--- config.mk ---
export PLATFORM = sky130hd
export DESIGN_NAME = rbm_layer_sequencer_flat
export DESIGN_NICKNAME = d
export VERILOG_FILES = /design/src/rtl/rbm_layer_sequencer_if.sv /design/src/rtl/rbm_layer_sequencer.sv /design/src/flat_wrapper.sv
export SDC_FILE = /design/constraint.sdc
export NUM_CORES = 1
export LEC_CHECK = 0
export BUFFER_PORTS_ARGS = -buffer_cell sky130_fd_sc_hd__buf_2
export CAP_MARGIN = 20
export CELL_PAD_IN_SITES_DETAIL_PLACEMENT = 1
export CELL_PAD_IN_SITES_GLOBAL_PLACEMENT = 1
export CORE_MARGIN = 5
export CORE_UTILIZATION = 45
export CTS_BUF_LIST = sky130_fd_sc_hd__clkbuf_2 sky130_fd_sc_hd__clkbuf_4 sky130_fd_sc_hd__clkbuf_8
export DETAILED_ROUTE_END_ITERATION = 8
export GPL_ROUTABILITY_DRIVEN = 0
export PLACE_DENSITY_LB_ADDON = 0.1
export SYNTH_ARGS = -nofsm -noshare
export SYNTH_HDL_FRONTEND = slang
export SYNTH_SLANG_ARGS = --single-unit
--- constraint.sdc ---
create_clock -name clock -period 3.5 [get_ports clock]
set_input_delay 0.7 -clock clock [delete_from_list [all_inputs] [get_ports clock]]
set_output_delay 0.7 -clock clock [all_outputs]
set_load 0.05 [all_outputs]
--- src/rtl/rbm_layer_sequencer_if.sv ---
// Control/strobe bundle between the RBM layer sequencer and the datapath it drives.
// The stall input exists only when SEQ_STALL_EN is defined.
interface rbm_layer_sequencer_if #(
   parameter int unsigned GW = 2,
   parameter int unsigned IW = 2,
   parameter int unsigned MW = 1,
   parameter int unsigned TW = 1
);
   logic          data_valid;
`ifdef SEQ_STALL_EN
   logic          stall;
`endif
   logic          load_en;
   logic          layer_sel;
   logic [GW-1:0] group_idx;
   logic [IW-1:0] in_idx;
   logic [MW-1:0] grp_mask;
   logic          acc_clear;
   logic          acc_en;
   logic          sample_en;
   logic          result_we;
   logic [TW-1:0] iter_idx;
   logic          busy;
   logic          finish;

   modport master (
`ifdef SEQ_STALL_EN
      output stall,
`endif
      output data_valid,
      input  load_en, layer_sel, group_idx, in_idx, grp_mask, acc_clear,
      input  acc_en, sample_en, result_we, iter_idx, busy, finish
   );

   modport slave (
`ifdef SEQ_STALL_EN
      input  stall,
`endif
      input  data_valid,
      output load_en, layer_sel, group_idx, in_idx, grp_mask, acc_clear,
      output acc_en, sample_en, result_we, iter_idx, busy, finish
   );
endinterface

--- src/rtl/rbm_layer_sequencer.sv ---
// Sequencer that time-multiplexes the shared adder groups over the hidden and classifier layers.
// Optional SEQ_STALL_EN adds a stall input that freezes the sequence and masks the strobes.
module rbm_layer_sequencer #(
   parameter int unsigned INPUT_DIM         = 4,
   parameter int unsigned HIDDEN_DIM        = 3,
   parameter int unsigned OUTPUT_DIM        = 2,
   parameter int unsigned H_ADDER_GROUP_NUM = 1,
   parameter int unsigned C_ADDER_GROUP_NUM = 1,
   parameter int unsigned ITERATION_NUM     = 1,
   parameter int unsigned SAMPLE_LATENCY    = 2
) (
   input logic                  clock,
   input logic                  reset,
   rbm_layer_sequencer_if.slave bus
);
   localparam int unsigned HG    = (HIDDEN_DIM + H_ADDER_GROUP_NUM - 1) / H_ADDER_GROUP_NUM;
   localparam int unsigned CG    = (OUTPUT_DIM + C_ADDER_GROUP_NUM - 1) / C_ADDER_GROUP_NUM;
   localparam int unsigned MAX_G = (HG > CG) ? HG : CG;
   localparam int unsigned MAX_F = (INPUT_DIM > HIDDEN_DIM) ? INPUT_DIM : HIDDEN_DIM;
   localparam int unsigned GW    = (MAX_G > 1) ? $clog2(MAX_G) : 1;
   localparam int unsigned IW    = (MAX_F > 1) ? $clog2(MAX_F) : 1;
   localparam int unsigned MW    = (H_ADDER_GROUP_NUM > C_ADDER_GROUP_NUM) ?
                                   H_ADDER_GROUP_NUM : C_ADDER_GROUP_NUM;
   localparam int unsigned TW    = (ITERATION_NUM > 1) ? $clog2(ITERATION_NUM) : 1;
   localparam int unsigned SW    = (SAMPLE_LATENCY > 1) ? $clog2(SAMPLE_LATENCY) : 1;

   typedef enum logic [2:0] {IDLE, LOAD, H_ACC, H_SMP, C_ACC, C_SMP, DONE} state_t;

   state_t        state, nxt_state;
   logic [IW-1:0] k, nxt_k;
   logic [GW-1:0] grp, nxt_grp;
   logic [TW-1:0] iter, nxt_iter;
   logic [SW-1:0] scnt, nxt_scnt;
   logic          gate, hold;
   logic          load_q, layer_q, acc_clr_q, acc_en_q, smp_q, we_q, busy_q, fin_q;
   logic [MW-1:0] mask_q;

   // Valid lanes of group g: min(group size, neurons left in the layer) low bits set.
   function automatic logic [MW-1:0] mask_of(input logic csel, input logic [GW-1:0] g);
      int unsigned gn, dim, base, lanes;
      gn    = csel ? C_ADDER_GROUP_NUM : H_ADDER_GROUP_NUM;
      dim   = csel ? OUTPUT_DIM : HIDDEN_DIM;
      base  = 32'(g) * gn;
      lanes = (base >= dim) ? 0 : (((dim - base) < gn) ? (dim - base) : gn);
      return MW'((64'(1) << lanes) - 64'(1));
   endfunction

`ifdef SEQ_STALL_EN
   assign gate = bus.stall;
`else
   assign gate = 1'b0;
`endif
   // Stall only freezes an active run; IDLE and DONE keep reacting to data_valid.
   assign hold = gate && (state != IDLE) && (state != DONE);

   always_comb begin
      nxt_state = state;
      nxt_k     = k;
      nxt_grp   = grp;
      nxt_iter  = iter;
      nxt_scnt  = scnt;
      if (!hold) begin
         case (state)
            IDLE: if (bus.data_valid) nxt_state = LOAD;
            LOAD: begin
               nxt_state = H_ACC;
               nxt_k     = '0;
               nxt_grp   = '0;
               nxt_iter  = '0;
            end
            H_ACC: begin
               if (k == IW'(INPUT_DIM - 1)) begin
                  nxt_state = H_SMP;
                  nxt_k     = '0;
                  nxt_scnt  = '0;
               end else begin
                  nxt_k = k + 1'b1;
               end
            end
            H_SMP: begin
               if (scnt == SW'(SAMPLE_LATENCY - 1)) begin
                  nxt_state = (grp == GW'(HG - 1)) ? C_ACC : H_ACC;
                  nxt_grp   = (grp == GW'(HG - 1)) ? '0 : grp + 1'b1;
               end else begin
                  nxt_scnt = scnt + 1'b1;
               end
            end
            C_ACC: begin
               if (k == IW'(HIDDEN_DIM - 1)) begin
                  nxt_state = C_SMP;
                  nxt_k     = '0;
                  nxt_scnt  = '0;
               end else begin
                  nxt_k = k + 1'b1;
               end
            end
            C_SMP: begin
               if (scnt != SW'(SAMPLE_LATENCY - 1)) begin
                  nxt_scnt = scnt + 1'b1;
               end else if (grp != GW'(CG - 1)) begin
                  nxt_state = C_ACC;
                  nxt_grp   = grp + 1'b1;
               end else if (iter != TW'(ITERATION_NUM - 1)) begin
                  // Next pass reuses the latched input vector.
                  nxt_state = H_ACC;
                  nxt_grp   = '0;
                  nxt_iter  = iter + 1'b1;
               end else begin
                  nxt_state = DONE;
                  nxt_grp   = '0;
               end
            end
            DONE: begin
               if (!bus.data_valid) begin
                  nxt_state = IDLE;
                  nxt_iter  = '0;
               end
            end
            default: nxt_state = IDLE;
         endcase
      end
   end

   // State, counters and Moore outputs decoded one cycle ahead from the next state.
   always_ff @(posedge clock) begin
      if (reset) begin
         state     <= IDLE;
         k         <= '0;
         grp       <= '0;
         iter      <= '0;
         scnt      <= '0;
         load_q    <= 1'b0;
         layer_q   <= 1'b0;
         acc_clr_q <= 1'b0;
         acc_en_q  <= 1'b0;
         smp_q     <= 1'b0;
         we_q      <= 1'b0;
         busy_q    <= 1'b0;
         fin_q     <= 1'b0;
         mask_q    <= '0;
      end else begin
         state     <= nxt_state;
         k         <= nxt_k;
         grp       <= nxt_grp;
         iter      <= nxt_iter;
         scnt      <= nxt_scnt;
         load_q    <= (nxt_state == LOAD);
         layer_q   <= (nxt_state == C_ACC) || (nxt_state == C_SMP);
         acc_en_q  <= (nxt_state == H_ACC) || (nxt_state == C_ACC);
         acc_clr_q <= ((nxt_state == H_ACC) || (nxt_state == C_ACC)) && (nxt_k == '0);
         smp_q     <= ((nxt_state == H_SMP) || (nxt_state == C_SMP)) && (nxt_scnt == '0);
         we_q      <= ((nxt_state == H_SMP) || (nxt_state == C_SMP)) &&
                      (nxt_scnt == SW'(SAMPLE_LATENCY - 1));
         busy_q    <= (nxt_state != IDLE) && (nxt_state != DONE);
         fin_q     <= (nxt_state == DONE);
         if ((nxt_state == H_ACC) || (nxt_state == H_SMP))
            mask_q <= mask_of(1'b0, nxt_grp);
         else if ((nxt_state == C_ACC) || (nxt_state == C_SMP))
            mask_q <= mask_of(1'b1, nxt_grp);
         else
            mask_q <= '0;
      end
   end

   assign bus.load_en   = load_q    & ~gate;
   assign bus.acc_clear = acc_clr_q & ~gate;
   assign bus.acc_en    = acc_en_q  & ~gate;
   assign bus.sample_en = smp_q     & ~gate;
   assign bus.result_we = we_q      & ~gate;
   assign bus.layer_sel = layer_q;
   assign bus.group_idx = grp;
   assign bus.in_idx    = k;
   assign bus.grp_mask  = mask_q;
   assign bus.iter_idx  = iter;
   assign bus.busy      = busy_q;
   assign bus.finish    = fin_q;
endmodule

--- src/flat_wrapper.sv ---
// flat-port wrapper written by rule: the top's interface ports become plain ports
module rbm_layer_sequencer_flat 
#(
   parameter int unsigned INPUT_DIM         = 4,
   parameter int unsigned HIDDEN_DIM        = 3,
   parameter int unsigned OUTPUT_DIM        = 2,
   parameter int unsigned H_ADDER_GROUP_NUM = 1,
   parameter int unsigned C_ADDER_GROUP_NUM = 1,
   parameter int unsigned ITERATION_NUM     = 1,
   parameter int unsigned SAMPLE_LATENCY    = 2
)
  (clock, reset, bus_data_valid, bus_load_en, bus_layer_sel, bus_group_idx, bus_in_idx, bus_grp_mask, bus_acc_clear, bus_acc_en, bus_sample_en, bus_result_we, bus_iter_idx, bus_busy, bus_finish);
  rbm_layer_sequencer_if #(.GW(2), .IW(2), .MW(1), .TW(1)) bus_i ();
  input logic clock;
  input logic reset;
  input wire logic [$bits(bus_i.data_valid)-1:0] bus_data_valid;
  output wire logic [$bits(bus_i.load_en)-1:0] bus_load_en;
  output wire logic [$bits(bus_i.layer_sel)-1:0] bus_layer_sel;
  output wire logic [$bits(bus_i.group_idx)-1:0] bus_group_idx;
  output wire logic [$bits(bus_i.in_idx)-1:0] bus_in_idx;
  output wire logic [$bits(bus_i.grp_mask)-1:0] bus_grp_mask;
  output wire logic [$bits(bus_i.acc_clear)-1:0] bus_acc_clear;
  output wire logic [$bits(bus_i.acc_en)-1:0] bus_acc_en;
  output wire logic [$bits(bus_i.sample_en)-1:0] bus_sample_en;
  output wire logic [$bits(bus_i.result_we)-1:0] bus_result_we;
  output wire logic [$bits(bus_i.iter_idx)-1:0] bus_iter_idx;
  output wire logic [$bits(bus_i.busy)-1:0] bus_busy;
  output wire logic [$bits(bus_i.finish)-1:0] bus_finish;
  assign bus_i.data_valid = bus_data_valid;
  assign bus_load_en = bus_i.load_en;
  assign bus_layer_sel = bus_i.layer_sel;
  assign bus_group_idx = bus_i.group_idx;
  assign bus_in_idx = bus_i.in_idx;
  assign bus_grp_mask = bus_i.grp_mask;
  assign bus_acc_clear = bus_i.acc_clear;
  assign bus_acc_en = bus_i.acc_en;
  assign bus_sample_en = bus_i.sample_en;
  assign bus_result_we = bus_i.result_we;
  assign bus_iter_idx = bus_i.iter_idx;
  assign bus_busy = bus_i.busy;
  assign bus_finish = bus_i.finish;
  rbm_layer_sequencer #(.INPUT_DIM(INPUT_DIM), .HIDDEN_DIM(HIDDEN_DIM), .OUTPUT_DIM(OUTPUT_DIM), .H_ADDER_GROUP_NUM(H_ADDER_GROUP_NUM), .C_ADDER_GROUP_NUM(C_ADDER_GROUP_NUM), .ITERATION_NUM(ITERATION_NUM), .SAMPLE_LATENCY(SAMPLE_LATENCY)) u_core (.clock(clock), .reset(reset), .bus(bus_i));
endmodule
* Yosys cells after proc, flatten, opt, wreduce, memory -nomap -nowiden
Cells that the tools add are included.
Word-level totals: output and inout bits 14, register bits after elaboration 18
Operators by class: shift-type cells 2, equality and inequality tests 20, muxes and demuxes 33, $add $sub $neg 8, order comparisons 4, reductions and logical operators 14, bitwise operators 1
Operator list (count):
- 2-to-1 mux 32 bit | 4
- less-than comparator 32 x 1 -> 1 bit (second input constant) | 2
- << shifter 1 x 32 -> 1 bit (first input constant) | 2
- 2-to-1 mux 3 bit | 9
- one-hot mux 3 bit (7 select lines) | 1
- == test 3 bit (second input constant) | 6
- == test 3 x 2 -> 1 bit (second input constant) | 4
- 2-to-1 mux 2 bit | 6
- one-hot mux 2 bit (3 select lines) | 2
- 2-to-1 mux 1 bit | 9
- == test 2 bit (second input constant) | 3
- == test 3 x 1 -> 1 bit (second input constant) | 2
- one-hot mux 1 bit (3 select lines) | 2
- nonzero test 3 bit | 2
- subtractor 2 x 2 -> 3 bit (first input constant) | 2
- adder 2 x 1 -> 2 bit (second input constant) | 2
- >= comparator 2 bit (second input constant) | 2
- logical AND 1 bit | 4
- logical OR 1 bit | 4
- != test 2 x 1 -> 1 bit (second input constant) | 2
- != test 2 bit (second input constant) | 2
- AND reduction 4 bit | 1
- zero test 3 bit | 1
- != test 3 bit (second input constant) | 1
- 5 further kinds | 7

* Longest topological paths before layout
Gate-level depths: netlist of the first run.
depth after elaboration 12, gate-level depth with buffers 7, mapped depth without buffers 7

* Least setup slack after synthesis of the first run
No wires, ideal clock.
kind flip-flop to flip-flop, start register u_core.grp[1] (netlist: u_core.bus.group_idx[1]), end register u_core.mask_q (netlist: u_core.bus.grp_mask), cell stages (with the launch flop) 6, arrival time 1655 ps, required time 3362 ps, path slack 1707 ps, path buffers 0, period minus slack after synthesis 1793 ps, cells stage by stage dfxtp_1 > a31oi_1 > o221a_4 > a31oi_4 > xnor2_2 > o22ai_1
On the way: word-level cells in the longest chain between the ends 12
RTL lines:
- start, declared | RTL line rbm_layer_sequencer.sv:31 | logic [GW-1:0] grp, nxt_grp;
- start signal, assigned | RTL line rbm_layer_sequencer.sv:144 | grp <= nxt_grp;
- adder 2 x 1 -> 2 bit (tied with other cells) | RTL line rbm_layer_sequencer.sv:83, rbm_layer_sequencer.sv:102
- 2-to-1 mux 2 bit (on tied branches) | RTL line rbm_layer_sequencer.sv:100, rbm_layer_sequencer.sv:83
- 2-to-1 mux 2 bit (on tied branches) | RTL line rbm_layer_sequencer.sv:98, rbm_layer_sequencer.sv:81
- one-hot mux 2 bit (3 select lines) | RTL line rbm_layer_sequencer.sv:63 | case (state)
- subtractor 2 x 2 -> 3 bit | RTL line rbm_layer_sequencer.sv:44 | lanes = (base >= dim) ? 0 : (((dim - base) < gn) ? (dim - base) : gn);
- less-than comparator 32 x 1 -> 1 bit | RTL line rbm_layer_sequencer.sv:44
- 2-to-1 mux 32 bit (2 in a row) | RTL line rbm_layer_sequencer.sv:44
- << shifter 1 x 32 -> 1 bit | RTL line rbm_layer_sequencer.sv:45 | return MW'((64'(1) << lanes) - 64'(1));
- subtractor 1 bit | RTL line rbm_layer_sequencer.sv:45
- 2-to-1 mux 1 bit | RTL line rbm_layer_sequencer.sv:158 | else if ((nxt_state == C_ACC) || (nxt_state == C_SMP))
- 2-to-1 mux 1 bit (*) | RTL line rbm_layer_sequencer.sv:156 | if ((nxt_state == H_ACC) || (nxt_state == H_SMP))
- end signal, assigned | RTL line rbm_layer_sequencer.sv:157 | mask_q <= mask_of(1'b0, nxt_grp);
- end signal, assigned | RTL line rbm_layer_sequencer.sv:159 | mask_q <= mask_of(1'b1, nxt_grp);
- end, declared | RTL line rbm_layer_sequencer.sv:36 | logic [MW-1:0] mask_q;
Mark *: on every way between the ends. The rest lies on a longest branch, timed or not. A chain may end at the register's enable or synchronous reset.

* Worst setup path in the final report of the first run
start register u_core.state[2], end register u_core.mask_q (netlist: u_core.bus.grp_mask)
On the way: word-level cells in the longest chain between the ends 10
RTL lines:
- start, declared | RTL line rbm_layer_sequencer.sv:29 | state_t state, nxt_state;
- start signal, assigned | RTL line rbm_layer_sequencer.sv:142 | state <= nxt_state;
- == test 3 bit (tied with other cells) | RTL line rbm_layer_sequencer.sv:63
- one-hot mux 2 bit (3 select lines) | RTL line rbm_layer_sequencer.sv:63
- subtractor 2 x 2 -> 3 bit | RTL line rbm_layer_sequencer.sv:44
- less-than comparator 32 x 1 -> 1 bit | RTL line rbm_layer_sequencer.sv:44
- 2-to-1 mux 32 bit (2 in a row) | RTL line rbm_layer_sequencer.sv:44
- << shifter 1 x 32 -> 1 bit | RTL line rbm_layer_sequencer.sv:45
- subtractor 1 bit | RTL line rbm_layer_sequencer.sv:45
- 2-to-1 mux 1 bit | RTL line rbm_layer_sequencer.sv:158
- 2-to-1 mux 1 bit (*) | RTL line rbm_layer_sequencer.sv:156
Marked as above.

==> flow_summary.json, run 1 <==
{
  "cts.sinks": 17,
  "drtIter0Drc": 9,
  "synth_warnings": 0,
  "combPwrFrac_pct": 27.7,
  "p_per_area_nw_per_um2": 453.2,
  "cts_buffers": 3,
  "setup_tns_ps": 0,
  "dp.cells": 136,
  "busiest_layer": "met2",
  "synth_top_family_by_area": "simple AND/OR/NAND/NOR gates",
  "multi_input_area_sq_um": 490.5,
  "drt-total-wl_um": 2061,
  "fin_crit_ps": 1939,
  "p_clk_share_pct": 23.2,
  "critPathRequiredTime_ps": 3710,
  "final_max_slew_viol_count": 0,
  "layout_setup_ws_ps": 1561,
  "arrival_ps": 2150,
  "die_area_sq_um": 2983,
  "p_int_mw": 0.2873,
  "hold_violations": 0,
  "portBuffers": 15,
  "rr_worst_depth": 5,
  "cp_top_family": "simple AND/OR/NAND/NOR gates",
  "synth_top_area_cell": "dfxtp_1",
  "synthToLayoutAreaGrowth_pct": 10.47,
  "clock_skew_ps": 1.342,
  "synth_adder_area_share_pct": 5.587,
  "p_leak_nw": 0.4158,
  "num_antenna_cells": 0,
  "cts_max_path_buffers": 2,
  "drive_above_1_share_pct": 23.89,
  "p_seq_share_pct": 49.1,
  "htreeDepth": 1,
  "synth_mux_area_share_pct": 1.117,
  "core_sq_um": 1922,
  "p_sw_share_pct": 35.94,
  "start_kind": "flop",
  "cp_max_fo": 13,
  "syn-cell-area_sq_um": 895.9,
  "num_vias": 748,
  "end_kind": "flop",
  "post-route-period-util_pct": 55.41,
  "antenna_found_initial": 0,
  "cts_setup_buffers": 0,
  "cts-resized-gates": 0,
  "layoutNonFillerInstCount": 140,
  "route.detailed.drc": 0,
  "grt_pass1_wl_um": 3236,
  "met2_usage_pct": 26.18,
  "final_core_util_pct": 51.50,
  "cts-root-buf": "clkbuf_4",
  "synth_cells": 100,
  "grt_max_degree": 16,
  "grt_pass1_vias": 720,
  "seq_area_frac_synth_pct": 37.99,
  "r2r_slack_ps": 1560,
  "ys_types": 38,
  "peakVddDrop_mv": 0.2835,
  "synthSimpleGateAreaFrac_pct": 23.74,
  "grt_use_met3_pct": 5.722,
  "dieHeight_um": 54.62,
  "syn_nets": 107,
  "synth_xor_area_share_pct": 1.816,
  "final-seq-area_sq_um": 340.3,
  "fillers": 255,
  "cp_cell_sequence": "nand2b_1 -> o21ai_1 -> a31oi_4 -> or3b_1 -> o22ai_1",
  "clock_latency_ps": 290,
  "detail_route.first_pass.iterations": 4,
  "holdBufCountCts": 0,
  "net-switching-power_mw": 0.1612,
  "syn_area_per_cell_sq_um": 8.959,
  "status": "finished clean",
  "worstPathBufferInverterCount": 0,
  "path_depth": 5,
  "cts.clk_slew.worst_paths_ps": 100,
  "wire_per_inst_um": 14.72,
  "synth_compound_area_share_pct": 22.07,
  "synth_area_leaders": "dfxtp_1, ha_1, nor2_1, nand2b_1, nand2_1",
  "critPathMaxStageDelay_ps": 590,
  "setup_violations": 0,
  "pin_count": 17,
  "fmax_mhz": 515.6,
  "critPathKind": "reg -> reg",
  "die_x_um": 54.62,
  "place_ws_ps": 1588,
  "hold_path_class": "reg -> reg",
  "grt.met1_usage_pct": 18.38,
  "synth-edff-count": 0,
  "ys_async_sr_fraction_pct": 0,
  "total_power_mw": 0.4485,
  "synth_ff_type": "dfxtp_1",
  "synth_seq_cells": 17,
  "start_util_pct": 46.61,
  "cp_slowest_cell": "dfxtp_1",
  "viasPerCell": 5.343,
  "ant_nets": 0,
  "overflow": 0,
  "grt.total_usage_pct": 15.50,
  "cts_tree": "yes",
  "final_nets": 121,
  "dp_hpwl_um": 1606,
  "yosysTopAreaCellShare_pct": 37.99,
  "rsz0062_at_grt": "false",
  "hold_depth": 2,
  "core.rowCount": 16,
  "maxCapViolCount": 0
}
==> cells by family (layout without fill, tap and decap cells) <==
family | after synthesis | count (layout)
xor+xnor | 1 | 1
compound gates | 25 | 25
mux | 1 | 1
other cells | 1 | 1
buf+inv | 12 | 25
flops | 17 | 17
fa+ha+maj | 4 | 4
simple gates | 39 | 39
==> synthesized netlist by cell type, types with 2 or more instances <==
master    count
nor3_2        2
o21ai_0       3
dfxtp_1      17
or3_1         2
o221ai_1      2
o211ai_1      2
ha_1          4
a31oi_1       2
o21ai_1       3
buf_4         3
o22ai_1       2
nor2_1       10
nand2_1       7
a21oi_1       4
inv_1         6
nor3_1        4
nand2b_1      5
nor2b_1       2
==> final timing paths <==
path	to	from
worst min register to register	u_core.bus.group_idx[1]$_SDFF_PP0_	u_core.bus.group_idx[1]$_SDFF_PP0_
worst min-delay path	u_core.bus.group_idx[1]$_SDFF_PP0_	u_core.bus.group_idx[1]$_SDFF_PP0_
worst max-delay path	u_core.bus.grp_mask$_SDFF_PP0_	u_core.state[2]$_SDFF_PP0_
worst max register to register	u_core.bus.grp_mask$_SDFF_PP0_	u_core.state[2]$_SDFF_PP0_
==> worst register-to-register path, cell delays in order, from the launching register on <==
cell	delay (ps)
dfxtp_1	590
nand2b_1	250
o21ai_1	280
a31oi_4	160
or3b_1	410
o22ai_1	180
==> placed cells by master, fill, tap and decap left out, drive strengths merged, types with 2 or more instances in the layout <==
cell type  netlist  routed
a21oi            4       4
clkbuf           1       3
nor2            10      10
ha               4       4
dfxtp           17      17
or2              2       2
o22ai            2       2
or3              2       2
nor3             6       6
buf              5      15
inv              6       6
o21ai            6       6
o221ai           2       2
a31oi            3       3
nor2b            2       2
nand2            7       7
o211ai           2       2
nand2b           5       5
==> state kept, by name (all words and copies together) (netlist names) <==
register / cells
u_core.bus.layer_sel: 1
u_core.bus.in_idx: 2
u_core.bus.finish: 1
u_core.state: 3
u_core.bus.busy: 1
u_core.bus.result_we: 1
u_core.bus.grp_mask: 1
u_core.bus.acc_en: 1
u_core.bus.load_en: 1
u_core.bus.group_idx: 2
u_core.scnt: 1
u_core.bus.sample_en: 1
u_core.bus.acc_clear: 1
==> metrics by stage <==
| step | cell area (sq um) | hold slack [ps] |
|---|---|---|
| after floorplan | 895.9 | 638.5 |
| after global placement | 962.2 | 666.3 |
| after detailed placement | 962.2 | 664.1 |
| after CTS | 989.7 | 682.0 |
| after global routing | 989.7 | 726.7 |
| final | 989.7 | 673.7 |
==> layer usage <==
metal  vias to the layer above  wire, um
met4                         0        27
met3                         4        76
li1                        378         -
met1                       353       929
met2                        13      1028
met5                         -         0
==> power groups by stage <==
stage	Clock [mW]	Combinational, mW	Sequential (mW)
2_1_floorplan	0	0.0713	0.254
6_report	0.104	0.124	0.220
4_1_cts	0.106	0.126	0.220
5_1_grt	0.115	0.135	0.222
3_3_place_gp	0	0.121	0.224
3_5_place_dp	0	0.125	0.225
==> final cells by class <==
type	count	area share (%)
clock buffers	3	2.276
clock inverters	1	0.5057
inverters	6	2.276
multi-input cells	71	49.56
flip-flops and latches	17	34.39
well taps	27	3.413
repair buffers	15	7.585
No activity file was read; power rests on OpenSTA's default activity.
==> inputs of run 2 (changes only) <==
Settings changed: CORE_UTILIZATION 45 to 42.
Clock period 3.5 ns to 1.8 ns, I/O delays scaled along.
==> flow_summary.json, run 2 (synthesis results as in run 1) <==
{
  "critPathRequiredTime_ps": 1990,
  "status": "finished clean",
  "route.detailed.drc": 0,
  "fmax_mhz": 596.1,
  "cts-root-buf": "clkbuf_4",
  "setup_tns_ps": 0,
  "overflow": 0,
  "htreeDepth": 1,
  "layout_setup_ws_ps": 122.3,
  "final_max_slew_viol_count": 0,
  "post-route-period-util_pct": 93.20,
  "critPathKind": "reg -> reg",
  "num_vias": 767,
  "peakVddDrop_mv": 0.7191,
  "grt_pass1_wl_um": 3629,
  "antenna_found_initial": 0,
  "cts_max_path_buffers": 2,
  "setup_violations": 0,
  "hold_start": "reset",
  "num_antenna_cells": 0,
  "hold_path_class": "in -> reg",
  "arrival_ps": 1860,
  "ant_nets": 0,
  "rsz0062_at_grt": "false",
  "p_leak_nw": 0.4566,
  "start_util_pct": 44.75,
  "clock_skew_ps": 8.554,
  "core_sq_um": 2002,
  "p_per_area_nw_per_um2": 845.9,
  "detail_route.first_pass.iterations": 4,
  "end_kind": "flop",
  "grt_pass1_vias": 816,
  "pin_count": 17,
  "drtIter0Drc": 7,
  "startpoint": "u_core.state[2]$_SDFF_PP0_",
  "fin_crit_ps": 1678,
  "holdBufCountCts": 0,
  "top_register": "u_core.state",
  "synthToLayoutAreaGrowth_pct": 18.99,
  "whs_endpoint": "u_core.bus.in_idx[0]$_SDFF_PP0_",
  "start_kind": "flop",
  "dieHeight_um": 56.19,
  "place_ws_ps": 70.63,
  "cts.sinks": 17,
  "r2r_slack_ps": 120,
  "rr_worst_depth": 5,
  "hold_depth": 2,
  "grt_max_degree": 13,
  "die_x_um": 56.19,
  "r2r-end": "u_core.bus.grp_mask$_SDFF_PP0_",
  "drive_above_1_share_pct": 30.58,
  "grt.total_usage_pct": 14.45,
  "r2r_start": "u_core.state[2]$_SDFF_PP0_",
  "largest_reg_flops": 3,
  "cts_buffers": 3,
  "drt-total-wl_um": 2146,
  "clock_latency_ps": 300,
  "final_nets": 129,
  "die_area_sq_um": 3157,
  "cts.clk_slew.worst_paths_ps": 100,
  "maxCapViolCount": 0,
  "dp_hpwl_um": 1720,
  "core.rowCount": 16,
  "cts_tree": "yes",
  "hold_violations": 0,
  "wire_per_inst_um": 14.50,
  "portBuffers": 15,
  "cp_max_fo": 8,
  "viasPerCell": 5.182,
  "final_cell_mix": "buf_2, dfxtp_1, nor2_1"
}
[run 2: cell count changes in the layout (fill, tap and decap cells not counted)]
cell     delta
or2_4       +1
or2_2       -1
o21ai_1     +1
dfxtp_1     -2
xnor2_4     +1
xnor2_2     -1
buf_4       +8
dfxtp_2     +2
o21ai_0     -1
[run 2: where the power goes]
group	leakage, nW	internal [mW]	switching (mW)
Sequential	0.139	0.403	0.0219
Combinational	0.299	0.0942	0.177
Clock	0.0177	0.0828	0.122
Total	0.457	0.580	0.322
[run 2: layout make-up]
class	instances	area [sq um]
inverters	6	22.52
well taps	27	33.78
multi-input cells	71	504.2
fillers	251	935.9
flip-flops and latches	17	342.8
clock buffers	3	22.52
repair buffers	23	135.1
clock inverters	1	5.005
[run 2: how the worst max path moves through the flow]
stage,to
3_3_place_gp,u_core.bus.grp_mask$_SDFF_PP0_
3_5_place_dp,u_core.bus.grp_mask$_SDFF_PP0_
5_1_grt,u_core.bus.grp_mask$_SDFF_PP0_
2_1_floorplan,u_core.bus.grp_mask$_SDFF_PP0_
6_report,u_core.bus.grp_mask$_SDFF_PP0_
4_1_cts,u_core.bus.sample_en$_SDFF_PP0_
[run 2: per-layer routing]
metal | vias to the layer above | wire length, um | global-route usage (%)
met5 | - | 0 | 0
met4 | 0 | 0 | 2.712
met3 | 0 | 123 | 5.104
met2 | 18 | 1078 | 24.54
met1 | 358 | 944 | 17.60
li1 | 391 | - | -
[run 2: stage by stage]
step / instance area, sq um / utilization, % / hold slack (ps) / total power [mW] / cells
detailed placement: 1022 / 51.06 / 666.2 / 0.6979 / 144
global route: 1066 / 53.25 / 362.7 / 0.9537 / 148
finish: 1066 / 53.25 / 363.9 / 0.9018 / 148
floorplan: 895.9 / - / 583.9 / 0.6330 / 100
CTS: 1050 / 52.44 / 358.1 / 0.9016 / 148
global placement: 1022 / 51.06 / 649.3 / 0.6892 / 144
[run 2: what timing repair did]
action                     CTS  global route
buffers inserted             0             0
gates resized for setup      0             5
setup endpoints to repair    0             3
[run 2: critical path, cell delays in order (launching register included)]
cell and delay, ps:
dfxtp_1 500, nand2b_1 270, o21ai_1 160, a31oi_4 330, xnor2_4 200, o22ai_1 120
